<file path="src/rtl/mem_access_ctrl.sv">
// Data-memory access sequencer: issues one valid/ready bus transaction per load/store,
// stalls the pipeline while it is in flight, and reports misalignment and bus faults.
module mem_access_ctrl #(
    parameter int unsigned TIMEOUT = 16,
    parameter int unsigned CNT_W   = 8
) (
    input  logic        clk,
    input  logic        rst,
    input  logic        req_valid,
    input  logic        memRead,
    input  logic        memWrite,
    input  logic        flush,
    input  logic [31:0] addr,
    input  logic [1:0]  data_width,
    input  logic [31:0] wr_data,
    input  logic [3:0]  wr_mask,
    output logic        stall,
    output logic        done,
    output logic [31:0] rd_data,
    output logic        misalign,
    output logic        bus_fault,
    output logic        bus_req,
    output logic        bus_we,
    output logic [31:0] bus_addr,
    output logic [31:0] bus_wdata,
    output logic [3:0]  bus_wstrb,
    input  logic        bus_ready,
    input  logic [31:0] bus_rdata,
    input  logic        bus_err
);

    typedef enum logic [1:0] {
        IDLE  = 2'd0,
        BUSY  = 2'd1,
        DONE  = 2'd2,
        FAULT = 2'd3
    } state_t;

    state_t           state, state_next;
    logic [CNT_W-1:0] cnt;
    logic             start;
    logic             misaligned;
    logic             accept;
    logic             timed_out;
    logic             is_write;

    assign start      = req_valid & (memRead | memWrite) & ~flush;
    assign is_write   = memWrite;
    // data_width 11 shares the word alignment rule
    assign misaligned = ((data_width == 2'b01) & addr[0]) |
                        (data_width[1] & (addr[1:0] != 2'b00));
    assign accept     = (state == IDLE) & start & ~misaligned;
    assign timed_out  = (cnt == CNT_W'(TIMEOUT - 1));

    always_comb begin
        state_next = state;
        stall      = 1'b0;
        done       = 1'b0;
        misalign   = 1'b0;
        bus_fault  = 1'b0;
        unique case (state)
            IDLE: begin
                if (start && misaligned) begin
                    misalign = 1'b1;
                end else if (accept) begin
                    stall      = 1'b1;
                    state_next = BUSY;
                end
            end
            BUSY: begin
                stall = 1'b1;
                if (bus_ready) begin
                    state_next = bus_err ? FAULT : DONE;
                end else if (timed_out) begin
                    state_next = FAULT;
                end
            end
            DONE: begin
                done       = 1'b1;
                state_next = IDLE;
            end
            FAULT: begin
                bus_fault  = 1'b1;
                state_next = IDLE;
            end
            default: state_next = IDLE;
        endcase
    end

    always_ff @(posedge clk) begin
        if (rst) begin
            state     <= IDLE;
            cnt       <= '0;
            rd_data   <= '0;
            bus_req   <= 1'b0;
            bus_we    <= 1'b0;
            bus_addr  <= '0;
            bus_wdata <= '0;
            bus_wstrb <= '0;
        end else begin
            state <= state_next;
            unique case (state)
                IDLE: begin
                    if (accept) begin
                        bus_req   <= 1'b1;
                        bus_we    <= is_write;
                        bus_addr  <= {addr[31:2], 2'b00};
                        bus_wdata <= is_write ? wr_data : '0;
                        bus_wstrb <= is_write ? wr_mask : 4'b0000;
                        cnt       <= '0;
                    end
                end
                BUSY: begin
                    cnt <= cnt + 1'b1;
                    if (bus_ready) begin
                        bus_req <= 1'b0;
                        if (!bus_err && !bus_we) begin
                            rd_data <= bus_rdata;
                        end
                    end else if (timed_out) begin
                        bus_req <= 1'b0;
                    end
                end
                default: bus_req <= 1'b0;
            endcase
        end
    end

endmodule
</file>
<file path="config.mk">
export PLATFORM = sky130hd
export DESIGN_NAME = mem_access_ctrl
export DESIGN_NICKNAME = d
export VERILOG_FILES = /design/src/rtl/mem_access_ctrl.sv
export SDC_FILE = /design/constraint.sdc
export NUM_CORES = 1
export LEC_CHECK = 0
export CORE_MARGIN = 5
export CORE_UTILIZATION = 40
export DETAILED_ROUTE_END_ITERATION = 10
export PLACE_DENSITY = 0.79
export SYNTH_ARGS = -nofsm -noshare
export SYNTH_HDL_FRONTEND = slang
export SYNTH_SLANG_ARGS = --single-unit
</file>
<file path="constraint.sdc">
create_clock -name clk -period 2.95 [get_ports clk]
set_clock_uncertainty 0.1 [all_clocks]
set_input_delay 0.7375 -clock clk [delete_from_list [all_inputs] [get_ports clk]]
set_output_delay 0.7375 -clock clk [all_outputs]
set_load 0.02 [all_outputs]
</file>
# == Yosys cells after proc, flatten, opt, wreduce, memory -nomap -nowiden ==
# Index checks and enable logic that the tools add are counted.
# word_totals
ff_bits,110
inputBits,110
out_inout_bits,106
# classes
n_addsub,1
n_eq_ne,8
mux,21
n_bitwise,10
reduce_logical,13
# op_table
cell,n
$mux 32,1
$pmux 8 s2,1
$mux 1,10
$add 8x1->8 const B,1
$eq 8x4->1 const B,1
$mux 2,4
$mux 8,1
$and 1x1->1,6
$pmux 2 s3,1
$reduce_and 2->1,3
$reduce_and 3->1,2
$eq 2x1->1 const B,2
$eq 2x2->1 const B,2
$mux 4,1
$ne 2x2->1 const B,2
$pmux 1 s2,2
$reduce_bool 2->1,2
$ne 3x3->1 const B,1
$logic_and 1x1->1,2
$logic_not 1->1,2
$logic_not 2->1,1
$not 1->1,2
$or 1x1->1,2
$reduce_or 2->1,1

# == Logic depth before layout (Yosys ltp) ==
# Gate-level depths: netlist of run 1.
# logic_depth
ltp_word,8
depth_mapped,6

# == Worst setup path after synthesis of run 1 ==
# No wires, ideal clock.
# synth_path
path_type,input to output
from,input flush
to,output misalign
t_arrival_ps,2295
required_time_ps,2112
path_slack_ps,-182
cell_stages,4
n_path_buf,2
cell_sequence,or4b_1 > buf_2 > clkbuf_1 > nor4_1
# synth_between
elab_chain_len,5
# synth_lines
item,line,rtl
from (decl),12,"input logic flush,"
$not 1->1,47,assign start = req_valid & (memRead | memWrite) & ~flush;
$and 1x1->1,47,
$logic_and 1x1->1,63,if (start && misaligned) begin
$mux 1,63,
$mux 1,61,unique case (state)
to (decl),20,"output logic misalign,"
# Every way passes these cells.

# == Worst setup path after layout of run 1 ==
# layout_path
from,input req_valid
to,output stall
# layout_between
elab_chain_len,7
# layout_lines
item,line,rtl
from (decl),9,"input logic req_valid,"
$and 1x1->1 (*) (2 in a row),47,
$and 1x1->1 (2 in a row),52,assign accept = (state == IDLE) & start & ~misaligned;
$mux 1,65,end else if (accept) begin
$mux 1 (*),63,
$pmux 1 s2 (*),61,
to (decl),17,"output logic stall,"
# Mark *: on every way between the ends. The rest lies on a longest branch, timed or not.

==> results of run 1 <==
-- cell families after synthesis --
kind of cell / count (synthesis) / share of synthesized area [%]
AO/OA/AOI/OAI: 176 / 24.06
XOR/XNOR: 1 / 0.1831
adder cells (fa/ha/maj): 1 / 0.2615
buffers and inverters: 74 / 6.617
flip-flops: 110 / 46.04
multiplexers: 36 / 7.533
other: 1 / 0.07840
AND/OR/NAND/NOR: 142 / 15.22
-- through the flow --
step | hold WS [ns] | cells
6_report | 0.3561 | 877
5_1_grt | 0.3794 | 877
4_1_cts | 0.3598 | 873
3_5_place_dp | 0.3473 | 855
3_3_place_gp | 0.3409 | 855
2_1_floorplan | 0.3468 | 542
-- worst min-delay path, cell delays in order, from the launching register on --
cell and delay (ns):
dfxtp_1 0.31, nand2_1 0.05, mux2i_1 0.05
-- per-layer routing --
| metal | wire length (µm) | vias up | track usage, % |
|---|---|---|---|
| met2 | 7330 | 193 | 34.76 |
| met3 | 951 | 31 | 4.606 |
| met1 | 6565 | 2313 | 26.22 |
| met5 | 0 | - | 0 |
| met4 | 524 | 0 | 8.304 |
| li1 | - | 2396 | - |
-- synthesized netlist by cell type --
cell       instances
o32ai_1            1
xnor2_1            1
ha_1               1
nor2_1             5
and2b_1            1
nand4b_1           1
nor4_4             1
dfxtp_1          110
or2_2              1
o211ai_1           3
buf_2              1
and2_1             2
o31ai_1            2
o21ai_0           35
nand2b_1           1
or4b_2             1
clkbuf_1          62
buf_4              2
nor4b_1            1
conb_1             1
o21a_1             2
nand4_1            1
or4bb_1            1
nor2b_1            3
buf_6              4
nand2_1           39
inv_1              4
nor4_1             1
o2111ai_1         32
o221a_2            1
o41ai_1           32
or4_1              5
nand3_1           74
a21boi_0           1
or3_1              1
inv_2              1
a21oi_1           67
nor3_1             1
mux2i_1           36
nor4bb_1           1
or4b_1             1
-- sequential cells by signal, indices dropped and copies added (netlist names) --
name	flops
bus_addr	30
bus_req	1
bus_wdata	32
bus_we	1
bus_wstrb	4
cnt	8
rd_data	32
state	2
-- cells in the final DEF (no fill, tap or decap), drive strengths merged, types with 2 or more instances in the layout --
cell           instances
a21oi                 67
and2                   2
buf                   30
clkbuf                10
clkdlybuf4s50        206
clkinv                 3
conb                   2
dfxtp                110
dlygate4sd2            2
inv                    7
mux2i                 36
nand2                 39
nand3                 74
nor2                   5
nor2b                  3
nor4                   2
o2111ai               32
o211ai                 3
o21a                   2
o21ai                 35
o31ai                  2
o41ai                 32
or4                    5
or4b                   2
-- power groups by stage --
stage	Clock [W]	Combinational [W]	Sequential, W
6_report	0.00116	0.000491	0.00153
3_5_place_dp	0	0.000472	0.00156
5_1_grt	0.00125	0.000524	0.00153
3_3_place_gp	0	0.000466	0.00156
2_1_floorplan	0	0.000182	0.00160
4_1_cts	0.00119	0.000487	0.00153
-- repair_timing --
action	4_1_cts	5_1_grt
hold buffers	0	0
setup endpoints to repair	2	2
resized for setup	26	2
cloned	1	0
setup buffers	1	3
pin swaps	4	0
-- worst min-delay path by stage --
stage	start	endpoint	slack [ns]	cells past startpoint
6_report	bus_wdata[22]$_SDFFE_PP0P_	bus_wdata[22]$_SDFFE_PP0P_	0.36	2
5_1_grt	bus_wdata[22]$_SDFFE_PP0P_	bus_wdata[22]$_SDFFE_PP0P_	0.38	2
4_1_cts	bus_wdata[22]$_SDFFE_PP0P_	bus_wdata[22]$_SDFFE_PP0P_	0.36	2
3_5_place_dp	bus_wdata[22]$_SDFFE_PP0P_	bus_wdata[22]$_SDFFE_PP0P_	0.35	2
3_3_place_gp	bus_wdata[8]$_SDFFE_PP0P_	bus_wdata[8]$_SDFFE_PP0P_	0.34	2
2_1_floorplan	cnt[7]$_SDFFE_PP0P_	cnt[7]$_SDFFE_PP0P_	0.35	2
-- area by class of cell --
type,count,area [µm²]
Fill cell,984,4473
Timing Repair Buffer,240,2375
Multi-Input combinational cell,358,2323
Sequential cell,110,2202
Clock buffer,10,229.0
Tap cell,147,183.9
Clock inverter,6,53.80
Inverter,5,18.77
Antenna cell,1,2.502
==> flow_summary.json, run 1 <==
{
  "grt_pass1_wl_mm": 24.69,
  "dieArea_um2": 14250,
  "required_ns": 2.11,
  "grt_pass1_vias": 4821,
  "crit_slowest_cell": "or4b_4",
  "outcome": "complete, no violations",
  "maxSlewHeadroom_pct": 37.28,
  "grtUsageTotal_pct": 20.87,
  "cts_tree": "yes",
  "coreArea_um2": 11860,
  "final.setup.worst_slack_ns": 0.04841,
  "syn_to_final_growth_pct": 54.46,
  "setup-tns-final_ns": 0,
  "htreeDepth": 3,
  "cts.path.max_buffers": 2,
  "crit-reg2reg-launch": "state[1]$_SDFFE_PP0P_",
  "power.density_nw_per_um2": 430.9,
  "syn_area_per_cell_um2": 8.842,
  "num_io_pins": 216,
  "layout-drive-gt1-share_pct": 8.230,
  "place.gp.congestion": 0.7893,
  "vias": 4933,
  "path_clk_slew_ns": 0.08,
  "dpl_worst_slack_ns": -0.9488,
  "clock_latency_ns": 0.34,
  "crit_chain": "clkdlybuf4s15_1 -> or4b_4 -> or4_4 -> nand2_2 -> buf_6",
  "numCtsBuffers": 9,
  "nets": 835,
  "yosysTopAreaCell": "dfxtp_1",
  "reg2regPathDepth": 6,
  "vdd_drop_max_mv": 0.2544,
  "cp.depth": 5,
  "grt_start_max_net_pins": 81,
  "min_path_type": "register to register",
  "setup_viol": 0,
  "start_util_pct": 40.33,
  "ys_ff_latch": 110,
  "synth-warning-count": 0,
  "critPathKind": "input pin to output pin",
  "synth_top_cell_area_share_pct": 46.04,
  "syn_inst": 541,
  "power_leakage_nw": 2.400,
  "power_w": 0.003183,
  "antenna_found_initial": 1,
  "hpwl_mm": 10.61,
  "cp_max_fo": 3,
  "tightest_slew_ns": 0.9398,
  "wl_per_cell_um": 17.53,
  "power_frac_clock_pct": 36.6,
  "final-hold-violation-count": 0,
  "synth_area_leaders": "dfxtp_1, nand3_1, mux2i_1",
  "end_kind": "output pin",
  "crit_start": "req_valid",
  "p_int_w": 0.002351,
  "drv_slew": 0,
  "slowest_delay_ns": 0.50,
  "drt_iter0_markers": 341,
  "rsz0062_at_grt": "false",
  "drt-pass1-iter-count": 5,
  "yosysUniqueCellTypes": 41,
  "finalCritPeriodShare_pct": 98.36,
  "rows": 40,
  "die_w_um": 119.4,
  "start_kind": "input pin",
  "synth-seq-area-share_pct": 46.04,
  "antenna_left": 0,
  "wl_mm": 15.37,
  "cpLargestDelayFamily": "simple AND/OR/NAND/NOR gates",
  "via_per_inst": 5.625,
  "port_buffers": 213,
  "timing.rr.end": "bus_wdata[14]$_SDFFE_PP0P_",
  "seqPwrFrac_pct": 48.0,
  "design_area_um2": 7388,
  "synthesis.area_um2": 4783,
  "switching_share_pct": 26.15,
  "dpl_cell_area_um2": 7014,
  "comb_power_share_pct": 15.4,
  "arrival_ns": 2.06,
  "endpoint": "stall",
  "period_needed_ns": 2.902,
  "path_buf_inv": 2,
  "cts_num_sinks": 110,
  "drc": 0,
  "max_cap_violations": 0,
  "cts-root-buf": "clkbuf_16",
  "fmax_ghz": 0.3446,
  "globalRouteOverflowTotal": 0,
  "r2r_slack_ns": 0.70,
  "utilization_pct": 62.29,
  "p_switching_w": 0.0008324,
  "die_h_um": 119.4
}
(Power assumes the default switching activity.)
==> run 2: changes to the inputs <==
--- a/config.mk
+++ b/config.mk
@@ -5,6 +5,7 @@
 export SDC_FILE = /design/constraint.sdc
 export NUM_CORES = 1
 export LEC_CHECK = 0
+export CAP_MARGIN = 20
 export CORE_MARGIN = 5
 export CORE_UTILIZATION = 40
 export DETAILED_ROUTE_END_ITERATION = 10
==> constraint.sdc (replaced) <==
create_clock -name clk -period 2.95 [get_ports clk]
set_clock_uncertainty 0.1 [all_clocks]
set_input_delay 0.7375 -clock clk [delete_from_list [all_inputs] [get_ports clk]]
set_output_delay 0.7375 -clock clk [all_outputs]
set_load 0.1 [all_outputs]
==> flow_summary.json, run 2 (synthesis results as in run 1) <==
{
  "grt_start_max_net_pins": 57,
  "tightest_slew_ns": 0.9375,
  "rows": 40,
  "finalCritPeriodShare_pct": 99.50,
  "outcome": "complete, no violations",
  "place.gp.congestion": 0.8304,
  "path_clk_slew_ns": 0.07,
  "drt-pass1-iter-count": 7,
  "drt_iter0_markers": 450,
  "max_cap_violations": 0,
  "top_regs": "bus_wdata x32, rd_data x32, bus_addr x30",
  "wl_mm": 15.67,
  "nets": 831,
  "dpl_worst_slack_ns": -0.5141,
  "cp_max_fo": 2,
  "coreArea_um2": 11860,
  "start_util_pct": 40.33,
  "port_buffers": 213,
  "cts-root-buf": "clkbuf_16",
  "cts_num_sinks": 110,
  "htreeDepth": 3,
  "critPathKind": "input pin to output pin",
  "antennaDiodeCount": 0,
  "final.setup.worst_slack_ns": 0.01463,
  "final_common_cell": "buf_4",
  "layout-drive-gt1-share_pct": 21.79,
  "fmax_ghz": 0.3407,
  "hold_ws_ns": 0.3568,
  "grt_pass1_vias": 4902,
  "hpwl_mm": 10.75,
  "setup-tns-final_ns": 0,
  "cts.path.max_buffers": 2,
  "arrival_ns": 2.10,
  "end_kind": "output pin",
  "drc": 0,
  "final_cell_mix": "buf_4, dfxtp_1, clkdlybuf4s50_1",
  "grtUsageTotal_pct": 21.07,
  "vias": 5014,
  "via_per_inst": 5.750,
  "required_ns": 2.11,
  "grt_pass1_wl_mm": 25.10,
  "worstHoldPathCells": 2,
  "dieArea_um2": 14250,
  "setup_viol": 0,
  "power.density_nw_per_um2": 463.5,
  "reg2regPathDepth": 5,
  "power_leakage_nw": 2.594,
  "antenna_found_initial": 0,
  "utilization_pct": 60.03,
  "vdd_drop_max_mv": 0.2380,
  "period_needed_ns": 2.935,
  "die_w_um": 119.4,
  "min_path_type": "register to register",
  "globalRouteOverflowTotal": 0,
  "cts_tree": "yes",
  "final-hold-violation-count": 0,
  "drv_slew": 0,
  "syn_to_final_growth_pct": 48.86,
  "maxSlewHeadroom_pct": 37.43,
  "die_h_um": 119.4,
  "start_kind": "input pin",
  "numCtsBuffers": 9,
  "num_io_pins": 216,
  "clock_latency_ns": 0.34,
  "fillCellCount": 1040,
  "antenna_left": 0,
  "wl_per_cell_um": 17.97,
  "rsz0062_at_grt": "true"
}
run 2: cell types whose count changed in the layout (fill, tap and decap cells not counted), sizes merged:
cell	change
clkinv	+1
buf	+100
dlygate4sd2	+4
clkbuf	+2
clkdlybuf4s50	-106
inv	-2
bufbuf	-1
clkdlybuf4s15	-1
clkinvlp	-1
diode	-1
run 2: power breakdown:
group | total [W] | internal, W | leakage, nW | switching, W
Combinational | 0.000665 | 0.000239 | 1.57 | 0.000426
Clock | 0.00110 | 0.000572 | 0.130 | 0.000531
Sequential | 0.00153 | 0.00151 | 0.889 | 0.0000192
run 2: final timing paths:
kind	from	end	slack, ns
worst max-delay path	flush	stall	0.01
worst min-delay path	bus_wdata[15]$_SDFFE_PP0P_	bus_wdata[15]$_SDFFE_PP0P_	0.36
worst max register to register	state[1]$_SDFFE_PP0P_	bus_wdata[24]$_SDFFE_PP0P_	0.68
worst min register to register	bus_wdata[15]$_SDFFE_PP0P_	bus_wdata[15]$_SDFFE_PP0P_	0.36
run 2: repair_timing:
item	CTS	global route
pin swaps	4	0
hold buffers	0	0
endpoints found under the setup margin	2	1
buffers inserted	1	0
gates cloned	0	0
resized for setup	16	0
run 2: layout make-up:
| class | instances | area, µm² | area share (%) |
|---|---|---|---|
| sequential | 110 | 2202 | 30.93 |
| clock inverter | 4 | 23.77 | 0.3339 |
| tap | 147 | 183.9 | 2.583 |
| multi-input combinational | 358 | 2340 | 32.86 |
| clock buffer | 12 | 236.5 | 3.321 |
| timing repair buffer | 236 | 2116 | 29.71 |
| inverter | 5 | 18.77 | 0.2636 |
run 2: per-stage QoR:
step | instance area, µm² | std cells | total power [W]
after global routing | 7121 | 872 | 0.003429
after CTS | 7121 | 872 | 0.003323
after floorplan | 4838 | 542 | 0.001968
after global placement | 6858 | 855 | 0.002218
after detailed placement | 6858 | 855 | 0.002228
final | 7121 | 872 | 0.003300
run 2: per-layer routing:
layer / vias to the layer above / part of all wire (%) / global-route usage [%]
li1: 2388 / - / -
met3: 23 / 8.2 / 5.366
met5: - / 0 / 0
met4: 0 / 1.7 / 7.659
met2: 211 / 49 / 35.43
met1: 2392 / 41 / 26.06
run 2: critical path, stage by stage:
cell and delay, ns:
buf_6 0.10, or4b_4 0.50, or4_4 0.48, nand2_8 0.10, buf_12 0.18
==> run 3: changes to the inputs <==
--- a/config.mk
+++ b/config.mk
@@ -6,10 +6,12 @@
 export NUM_CORES = 1
 export LEC_CHECK = 0
 export CAP_MARGIN = 20
-export CORE_MARGIN = 5
-export CORE_UTILIZATION = 40
+export CELL_PAD_IN_SITES_DETAIL_PLACEMENT = 1
+export CELL_PAD_IN_SITES_GLOBAL_PLACEMENT = 1
+export CORE_MARGIN = 2
+export CORE_UTILIZATION = 32
 export DETAILED_ROUTE_END_ITERATION = 10
-export PLACE_DENSITY = 0.79
+export PLACE_DENSITY = 0.87
 export SYNTH_ARGS = -nofsm -noshare
 export SYNTH_HDL_FRONTEND = slang
 export SYNTH_SLANG_ARGS = --single-unit
==> constraint.sdc (replaced) <==
create_clock -name clk -period 3.57 [get_ports clk]
set_clock_uncertainty 0.1 [all_clocks]
set_input_delay 0.8925 -clock clk [delete_from_list [all_inputs] [get_ports clk]]
set_output_delay 0.8925 -clock clk [all_outputs]
set_load 0.1 [all_outputs]
==> flow_summary.json, run 3 (synthesis results as in run 1) <==
{
  "cts-root-buf": "clkbuf_16",
  "antenna_left": 0,
  "hold_ws_ns": 0.3627,
  "setup_viol": 0,
  "htreeDepth": 3,
  "cts_num_sinks": 110,
  "reg2regPathDepth": 5,
  "drv_slew": 0,
  "critPathKind": "input pin to output pin",
  "cp.depth": 5,
  "utilization_pct": 48.59,
  "cts_post_setup_buffers_inserted": 0,
  "crit_slowest_cell": "or4_4",
  "rsz0062_at_grt": "false",
  "path_clk_slew_ns": 0.07,
  "grt_start_max_net_pins": 47,
  "vias": 5030,
  "period_needed_ns": 3.486,
  "grtUsageTotal_pct": 21.18,
  "power_leakage_nw": 2.545,
  "die_w_um": 126.3,
  "setup-tns-final_ns": 0,
  "wl_mm": 17.23,
  "grt_pass1_wl_mm": 27.34,
  "power.density_nw_per_um2": 384.3,
  "final_cell_mix": "buf_4, dfxtp_1, clkdlybuf4s50_1",
  "maxSlewHeadroom_pct": 35.64,
  "num_io_pins": 216,
  "cpLargestDelayFamily": "buffers and inverters",
  "finalNonFillerCells": 905,
  "final-hold-violation-count": 0,
  "power_w": 0.002724,
  "drt-pass1-iter-count": 4,
  "wl_per_cell_um": 19.04,
  "port_buffers": 213,
  "vdd_drop_max_mv": 0.2559,
  "arrival_ns": 2.49,
  "layout-drive-gt1-share_pct": 21.08,
  "cts_resized": 5,
  "numPlacedInstances": 890,
  "min_path_type": "register to register",
  "cts.path.max_buffers": 2,
  "rows": 44,
  "r2r_slack_ns": 1.23,
  "drt_iter0_markers": 257,
  "crit_chain": "clkdlybuf4s50_1 -> o21a_1 -> or4_4 -> nand2_4 -> buf_12",
  "top_regs": "bus_wdata x32, rd_data x32, bus_addr x30",
  "globalRouteOverflowTotal": 0,
  "hpwl_mm": 12.07,
  "endpoint": "stall",
  "die_h_um": 126.3,
  "clock_latency_ns": 0.34,
  "path_buf_inv": 2,
  "nets": 828,
  "crit-reg2reg-launch": "state[0]$_SDFFE_PP0P_",
  "coreArea_um2": 14590,
  "start_util_pct": 32.79,
  "antenna_found_initial": 0,
  "tightest_slew_ns": 0.9644,
  "via_per_inst": 5.558,
  "outcome": "complete, no violations",
  "slowest_delay_ns": 0.58,
  "dieArea_um2": 15940,
  "ctsHoldBuffers": 0,
  "syn_to_final_growth_pct": 48.21,
  "cts_tree": "yes",
  "place.gp.congestion": 0.7918,
  "start_kind": "input pin",
  "cp_max_fo": 4,
  "fmax_ghz": 0.2869,
  "grt_pass1_vias": 5161,
  "drc": 0,
  "end_kind": "output pin",
  "final_common_cell": "buf_4",
  "numCtsBuffers": 9,
  "finalCritPeriodShare_pct": 97.64,
  "required_ns": 2.58,
  "timing.rr.end": "bus_wdata[16]$_SDFFE_PP0P_",
  "antennaDiodeCount": 0,
  "max_cap_violations": 0,
  "crit_start": "addr[0]"
}
[run 3: cell types whose count changed in the layout (fill, tap and decap cells not counted), sizes merged]
cell	before	now
clkbuf	12	11
buf	130	125
clkinvlp	0	2
clkinv	4	2
clkdlybuf4s50	100	106
dlygate4sd2	6	2
[run 3: metal layers]
layer  wire [µm]  global-route usage, %
met5           0                      0
met4         446                  7.886
met3         847                  4.715
met2        8689                  37.76
met1        7250                  24.81
[run 3: final cells by class]
class	count	area (µm²)
clock buffers	11	232.7
clock inverters	4	25.02
fillers	1676	7500
inverters	5	18.77
multi-input cells	358	2328
flip-flops and latches	110	2202
well taps	184	230.2
repair buffers	233	2052
[run 3: tightest hold or removal path, cell delays in order, from the launching register on]
cell and delay, ns:
dfxtp_1 0.31, nand2_1 0.05, mux2i_1 0.05
[run 3: report_power, final]
part | internal [W] | switching (W)
registers | 0.00125 | 0.0000156
logic | 0.000191 | 0.000358
clock network | 0.000468 | 0.000441
[run 3: worst min path at each step]
| stage | start | end | depth (start not counted) |
|---|---|---|---|
| 6_report | bus_wdata[9]$_SDFFE_PP0P_ | bus_wdata[9]$_SDFFE_PP0P_ | 2 |
| 5_1_grt | bus_addr[28]$_SDFFE_PP0P_ | bus_addr[28]$_SDFFE_PP0P_ | 2 |
| 4_1_cts | bus_wdata[9]$_SDFFE_PP0P_ | bus_wdata[9]$_SDFFE_PP0P_ | 2 |
| 3_5_place_dp | bus_wdata[9]$_SDFFE_PP0P_ | bus_wdata[9]$_SDFFE_PP0P_ | 2 |
| 3_3_place_gp | bus_wdata[5]$_SDFFE_PP0P_ | bus_wdata[5]$_SDFFE_PP0P_ | 2 |
| 2_1_floorplan | cnt[7]$_SDFFE_PP0P_ | cnt[7]$_SDFFE_PP0P_ | 2 |
[run 3: metrics by stage]
step	worst slack [ns]	instance area, µm²
6_report	0.08422	7089
5_1_grt	0.04614	7089
4_1_cts	0.08596	7089
3_5_place_dp	-0.2653	6822
3_3_place_gp	-0.2390	6822
2_1_floorplan	-0.1054	4806
